===== config.mk =====
export PLATFORM = sky130hd
export DESIGN_NAME = payload_commit_buffer
export DESIGN_NICKNAME = d
export VERILOG_FILES = /design/src/rtl/payload_commit_buffer.sv
export SDC_FILE = /design/constraint.sdc
export NUM_CORES = 2
export LEC_CHECK = 0
export BUFFER_PORTS_ARGS = -buffer_cell sky130_fd_sc_hd__buf_2
export CORE_MARGIN = 2
export CORE_UTILIZATION = 56
export DETAILED_ROUTE_END_ITERATION = 16
export PLACE_DENSITY = 0.75
export SLEW_MARGIN = 40
export SYNTH_ARGS = -nofsm -noshare
export SYNTH_HDL_FRONTEND = slang
export SYNTH_SLANG_ARGS = --single-unit

===== constraint.sdc =====
create_clock -name clk -period 3.7 [get_ports clk]
set_input_delay 0.185 -clock clk [delete_from_list [all_inputs] [get_ports clk]]
set_output_delay 0.185 -clock clk [all_outputs]
set_load 0.01 [all_outputs]

===== src/rtl/payload_commit_buffer.sv =====
`default_nettype none
// +---------------------------------------------------------------------------+
// | payload_commit_buffer: payload word FIFO that only exposes checksum-good  |
// | packets. Define DROP_COUNT_EN to enable the saturating drop counter.      |
// | Rev 1.0                                                                   |
// +---------------------------------------------------------------------------+
module payload_commit_buffer #(
  parameter int ADDR_W      = 6,
  parameter int LEN_DEPTH_W = 2
) (
  input  logic        clk,
  input  logic        reset,
  input  logic        wr_en,
  input  logic [31:0] data_in,
  input  logic [15:0] len_in,
  input  logic        ok_in,
  input  logic        fin_in,
  input  logic        rd_en,
  output logic [31:0] data_out,
  output logic        valid_out,
  output logic        pkt_avail,
  output logic [15:0] pkt_len_out,
  output logic        last_out,
  output logic        busy,
  output logic [15:0] drop_cnt
);

  localparam int DEPTH    = 1 << ADDR_W;
  localparam int LQ_DEPTH = 1 << LEN_DEPTH_W;

  typedef enum logic [1:0] {
    IDLE = 2'd0,
    RECV = 2'd1,
    DROP = 2'd2
  } state_t;

  state_t state, state_next;

  logic [31:0]            mem [DEPTH];
  logic [15:0]            len_q [LQ_DEPTH];
  logic [ADDR_W-1:0]      wr_ptr, cmt_ptr, rd_ptr;
  logic [ADDR_W-1:0]      wr_ptr_inc, wr_ptr_next;
  logic [LEN_DEPTH_W-1:0] lq_wr, lq_rd;
  logic [LEN_DEPTH_W:0]   lq_cnt;
  logic [14:0]            rd_cnt;
  logic [14:0]            head_words;

  logic buf_full, lq_full;
  logic store, commit, drop;
  logic rd_fire, pop;

  assign wr_ptr_inc  = wr_ptr + 1'b1;
  assign buf_full    = (wr_ptr_inc == rd_ptr);
  assign lq_full     = (lq_cnt == LQ_DEPTH[LEN_DEPTH_W:0]);
  assign wr_ptr_next = store ? wr_ptr_inc : wr_ptr;

  assign pkt_avail   = (lq_cnt != '0);
  assign pkt_len_out = pkt_avail ? len_q[lq_rd] : 16'd0;
  assign head_words  = 15'((32'(pkt_len_out) + 32'd3) >> 2);
  assign rd_fire     = rd_en && pkt_avail;
  assign pop         = rd_fire && ((head_words == 15'd0) || (rd_cnt + 15'd1 == head_words));
  assign busy        = (state != IDLE);

  always_ff @(posedge clk) begin
    if (reset) state <= IDLE;
    else       state <= state_next;
  end

  // The word of a same-cycle wr_en is resolved first; the commit decision then
  // looks at the state that word left the writer in.
  always_comb begin
    state_next = state;
    store      = 1'b0;
    commit     = 1'b0;
    drop       = 1'b0;
    case (state)
      IDLE: if (wr_en) begin
        if (!lq_full && !buf_full) begin
          store      = 1'b1;
          state_next = RECV;
        end else begin
          state_next = DROP;
        end
      end
      RECV: if (wr_en) begin
        if (!buf_full) store = 1'b1;
        else           state_next = DROP;
      end
      DROP: ;
      default: state_next = IDLE;
    endcase
    if (fin_in) begin
      case (state_next)
        RECV: begin
          commit = ok_in;
          drop   = !ok_in;
        end
        DROP: drop = 1'b1;
        default: begin
          if (ok_in && (len_in == 16'd0) && !lq_full) commit = 1'b1;
          else                                        drop   = 1'b1;
        end
      endcase
      state_next = IDLE;
    end
  end

  // Storage arrays carry no reset; pointers and counts alone define contents.
  always_ff @(posedge clk) begin
    if (store)  mem[wr_ptr]  <= data_in;
    if (commit) len_q[lq_wr] <= len_in;
  end

  always_ff @(posedge clk) begin
    if (reset) begin
      wr_ptr    <= '0;
      cmt_ptr   <= '0;
      rd_ptr    <= '0;
      lq_wr     <= '0;
      lq_rd     <= '0;
      lq_cnt    <= '0;
      rd_cnt    <= '0;
      data_out  <= '0;
      valid_out <= 1'b0;
      last_out  <= 1'b0;
    end else begin
      if (drop) wr_ptr <= cmt_ptr;
      else      wr_ptr <= wr_ptr_next;

      if (commit) begin
        cmt_ptr <= wr_ptr_next;
        lq_wr   <= lq_wr + 1'b1;
      end

      case ({commit, pop})
        2'b10:   lq_cnt <= lq_cnt + 1'b1;
        2'b01:   lq_cnt <= lq_cnt - 1'b1;
        default: lq_cnt <= lq_cnt;
      endcase

      if (rd_fire) begin
        valid_out <= 1'b1;
        last_out  <= pop;
        if (head_words == 15'd0) begin
          data_out <= '0;
        end else begin
          data_out <= mem[rd_ptr];
          rd_ptr   <= rd_ptr + 1'b1;
        end
        if (pop) begin
          rd_cnt <= '0;
          lq_rd  <= lq_rd + 1'b1;
        end else begin
          rd_cnt <= rd_cnt + 15'd1;
        end
      end else begin
        valid_out <= 1'b0;
        last_out  <= 1'b0;
      end
    end
  end

`ifdef DROP_COUNT_EN
  logic [15:0] drop_q;

  always_ff @(posedge clk) begin
    if (reset)                            drop_q <= '0;
    else if (drop && drop_q != 16'hFFFF) drop_q <= drop_q + 16'd1;
  end

  assign drop_cnt = drop_q;
`else
  assign drop_cnt = 16'd0;
`endif

endmodule
`default_nettype wire


==> impl_metrics.toml <==
[sta]
setup-tns-final_ns = -0.968
relSlewSlack_pct = 44.1
worstMarginPinSlew_ns = 0.836
fmaxAchievable_mhz = 252
finClkSkew_ns = 0.0205
min_period_ns = 3.98
setup_viol = 10
finalWorstSetupSlack_ns = -0.275
rsz0062_at_grt = "true"
fin_crit_sh_pct = 107
report.final.slew_viol_count = 0
hold_viol = 0

[routing]
drt_wl_total_mm = 206
drt_iter0_drc = 5126
avgViaCountPerCell = 6.56
firstDrtPassIters = 5
num_vias = 41400
antenna_left = 0
drcViolationCount = 0
routedWlPerCell_um = 32.6

[worst_hold_path]
hp-class = "primary input to register"
hold_end = "last_out"
min_path_cells = 6
hold_start = "rd_en"

[synth]
yosysWarnings = 0
synth.area.top_cells = "edfxtp_1 (75%), mux4_2 (18%), dfxtp_1 (2.0%), nor2_1 (0.68%), clkbuf_1 (0.53%)"
netlist_area_um2 = 85000
avgSynthCellArea_um2 = 23.2
synth.top_cell.area_share_pct = 74.6
seq_area_frac_synth_pct = 76.6
ys_types = 72
synth-edff-count = 2112
synth_largest_area_cell = "edfxtp_1"
syn_inst = 3664
ys.flop_type = "edfxtp_1"
synth.most_common_cell = "edfxtp_1"
ys_top_cells_by_count = "edfxtp_1 (2,112), mux4_2 (688), nor2_1 (153)"
ys_ff_latch = 2196
async_reset_ff_share_pct = 0

[grt]
grt_antenna_before_repair = 16
grt_use_total_pct = 26.9
grt_max_degree = 77
grt_pass1_wl_mm = 300
grt_pass1_vias = 42700
grt.overflow.total = 0

[power]
p_sw_w = 0.0122
total_power_w = 0.0535
combPwrFrac_pct = 10.8
power.internal_w = 0.0414
p_leak_nw = 29.9
p_per_area_nw_per_um2 = 547
clkPwrFrac_pct = 37.2
p_seq_share_pct = 52.0
peakVddDrop_v = 0.000528
p_sw_share_pct = 22.7

[cells_and_area]
syn_to_final_growth_pct = 15.2
nets = 4195
layoutNonFillerInstCount = 6317
drive_gt1_share_pct = 34.9
fin_util_pct = 65.1
fillers = 9222

[floorplan]
coreArea_um2 = 150000
dieHeight_um = 394
fp.dieArea_um2 = 155000
initial_core_util_pct = 56.5
core.rowCount = 142
fp.dieW_um = 394
pin_count = 122

[clock_network]
cts_tree = "yes"
path_clk_slew_ns = 0.06
cts_buffers = 203
clockBufferDepth = 3
numClockSinks = 2196
cts_root_buffer = "clkbuf_16"
htree_num_levels = 4
insertion_delay_ns = 0.83

[critical_path]
critPathCaptureType = "register"
start_kind = "register"
worstPathMaxFanout = 6
worstPathArrival_ns = 4.71
reg2reg_slack_ns = -0.28
crit_type = "register to register"
crit_required_ns = 4.44
ff2ff_path_depth = 17
r2r_end = "lq_cnt[2]"

[placement]
port-buffer-count = 105
place_inst = 5862
globalplace.congestion = 0.856
place_ws_ns = -0.321
hpwl_mm = 116

[flow_run]
max_cap_violations = 0

[run_status]
violations = "setup timing"
status = "complete, but fails checks"
[worst max-delay path by stage]
| stage | from | slack (ns) | endpoint |
|---|---|---|---|
| after floorplan | wr_ptr[4] | -0.15 | mem[63][0] |
| after global placement | register | -0.19 | lq_cnt[2] |
| after detailed placement | register | -0.32 | lq_cnt[2] |
| after CTS | register | -0.27 | lq_cnt[2] |
| after global routing | register | -0.42 | lq_cnt[2] |
| final | register | -0.28 | lq_cnt[2] |
[power groups by stage]
stage / Sequential [W] / Combinational (W) / Clock, W
2_1_floorplan: 0.0283 / 0.00341 / 0
3_3_place_gp: 0.0283 / 0.00539 / 0
3_5_place_dp: 0.0283 / 0.00549 / 0
4_1_cts: 0.0278 / 0.00574 / 0.0202
5_1_grt: 0.0278 / 0.00612 / 0.0211
6_report: 0.0278 / 0.00580 / 0.0199
[registers in the layout, summed over array words and instances, names as in the netlist, named ones only]
register and flops:
lq_rd 2, state 2, last_out 1, wr_ptr 6, rd_ptr 6, lq_cnt 3
lq_wr 2, data_out 32, len_q 64, cmt_ptr 6, rd_cnt 15, valid_out 1
mem 2048
[critical path, stage by stage, from the launching register on]
cell and delay (ns):
dfxtp_4 0.38, buf_12 0.15, buf_4 0.14, mux4_2 0.41
nand4_1 0.17, buf_4 0.19, nor3_4 0.20, nand4_2 0.13
xnor3_2 0.29, a211oi_4 0.29, nand4_4 0.16, a21oi_4 0.20
ha_4 0.16, inv_2 0.04, fa_2 0.33, xor2_1 0.17
or3_1 0.34, a21oi_2 0.17
[logic make-up (layout without fill, tap and decap cells)]
logic type / count (synthesis) / after routing / synth area share (%)
XOR/XNOR: 45 / 45 / 0.545
AND/OR/NAND/NOR: 352 / 352 / 2.05
other: 1 / 20 / 0.00441
adder cells (fa/ha/maj): 11 / 11 / 0.171
flip-flops: 2196 / 2196 / 76.6
buffers and inverters: 241 / 859 / 1.18
AO/OA/AOI/OAI: 119 / 119 / 1.10
multiplexers: 699 / 699 / 18.4
[cells in the final DEF, fill, tap and decap left out, drive strengths merged, types with 4 or more instances in the layout]
cell type    netlist  layout
diode              0       4
clkinv             0      78
dfxtp             84      84
mux2i             10      10
nand3b             4       4
dlygate4sd3        0      53
conb               1      16
a21oi             12      12
and3               5       5
nor2             153     153
nand2             61      61
edfxtp          2112    2112
o31ai              4       4
a2bb2oi           32      32
buf               97     411
and2              22      22
nor2b              5       5
o311ai             4       4
a22oi              9       9
o211ai             4       4
o21ai             13      13
a211oi            19      19
xnor2             26      26
inv               23      30
nor4              14      14
nand3             26      26
xor2              14      14
clkbuf           121     270
clkinvlp           0       7
nand4             14      14
mux4             688     688
ha                10      10
bufinv             0      10
xnor3              5       5
nor3              24      24
[metal layers]
layer	wire, um	GRT usage, %	share of wire, %	vias to the layer above
met1	76100	37.0	37	22100
met3	19900	5.27	9.6	364
li1	-	-	-	16500
met2	105000	44.7	51	2437
met4	5200	7.15	2.5	8
met5	55	0	0.027	-
[through the flow]
step | cell area, um^2 | hold slack, ns
after floorplan | 85100 | 0.264
after global placement | 90600 | 0.418
after detailed placement | 90700 | 0.432
after CTS | 97800 | 0.0520
after global routing | 97900 | 0.105
final | 97900 | 0.116
[area by class of cell]
cell class	count	area [um^2]	area share (%)
antenna	4	10.0	0.0102
clock buffer	270	5490	5.61
clock inverter	102	787	0.804
inverter	23	86.3	0.0882
multi-input combinational	1242	19700	20.1
sequential	2196	65100	66.5
tap	2016	2520	2.58
timing repair buffer	464	4230	4.32
[repair_timing]
action | CTS | global route
endpoints found under the hold margin | 2156 | 0
buffers inserted | 17 | 8
gates resized for setup | 29 | 11
endpoints found under the setup margin | 66 | 79
hold buffers | 53 | 0
pin swaps | 27 | 20
gates cloned | 1 | 0
(Power assumes the default switching activity.)
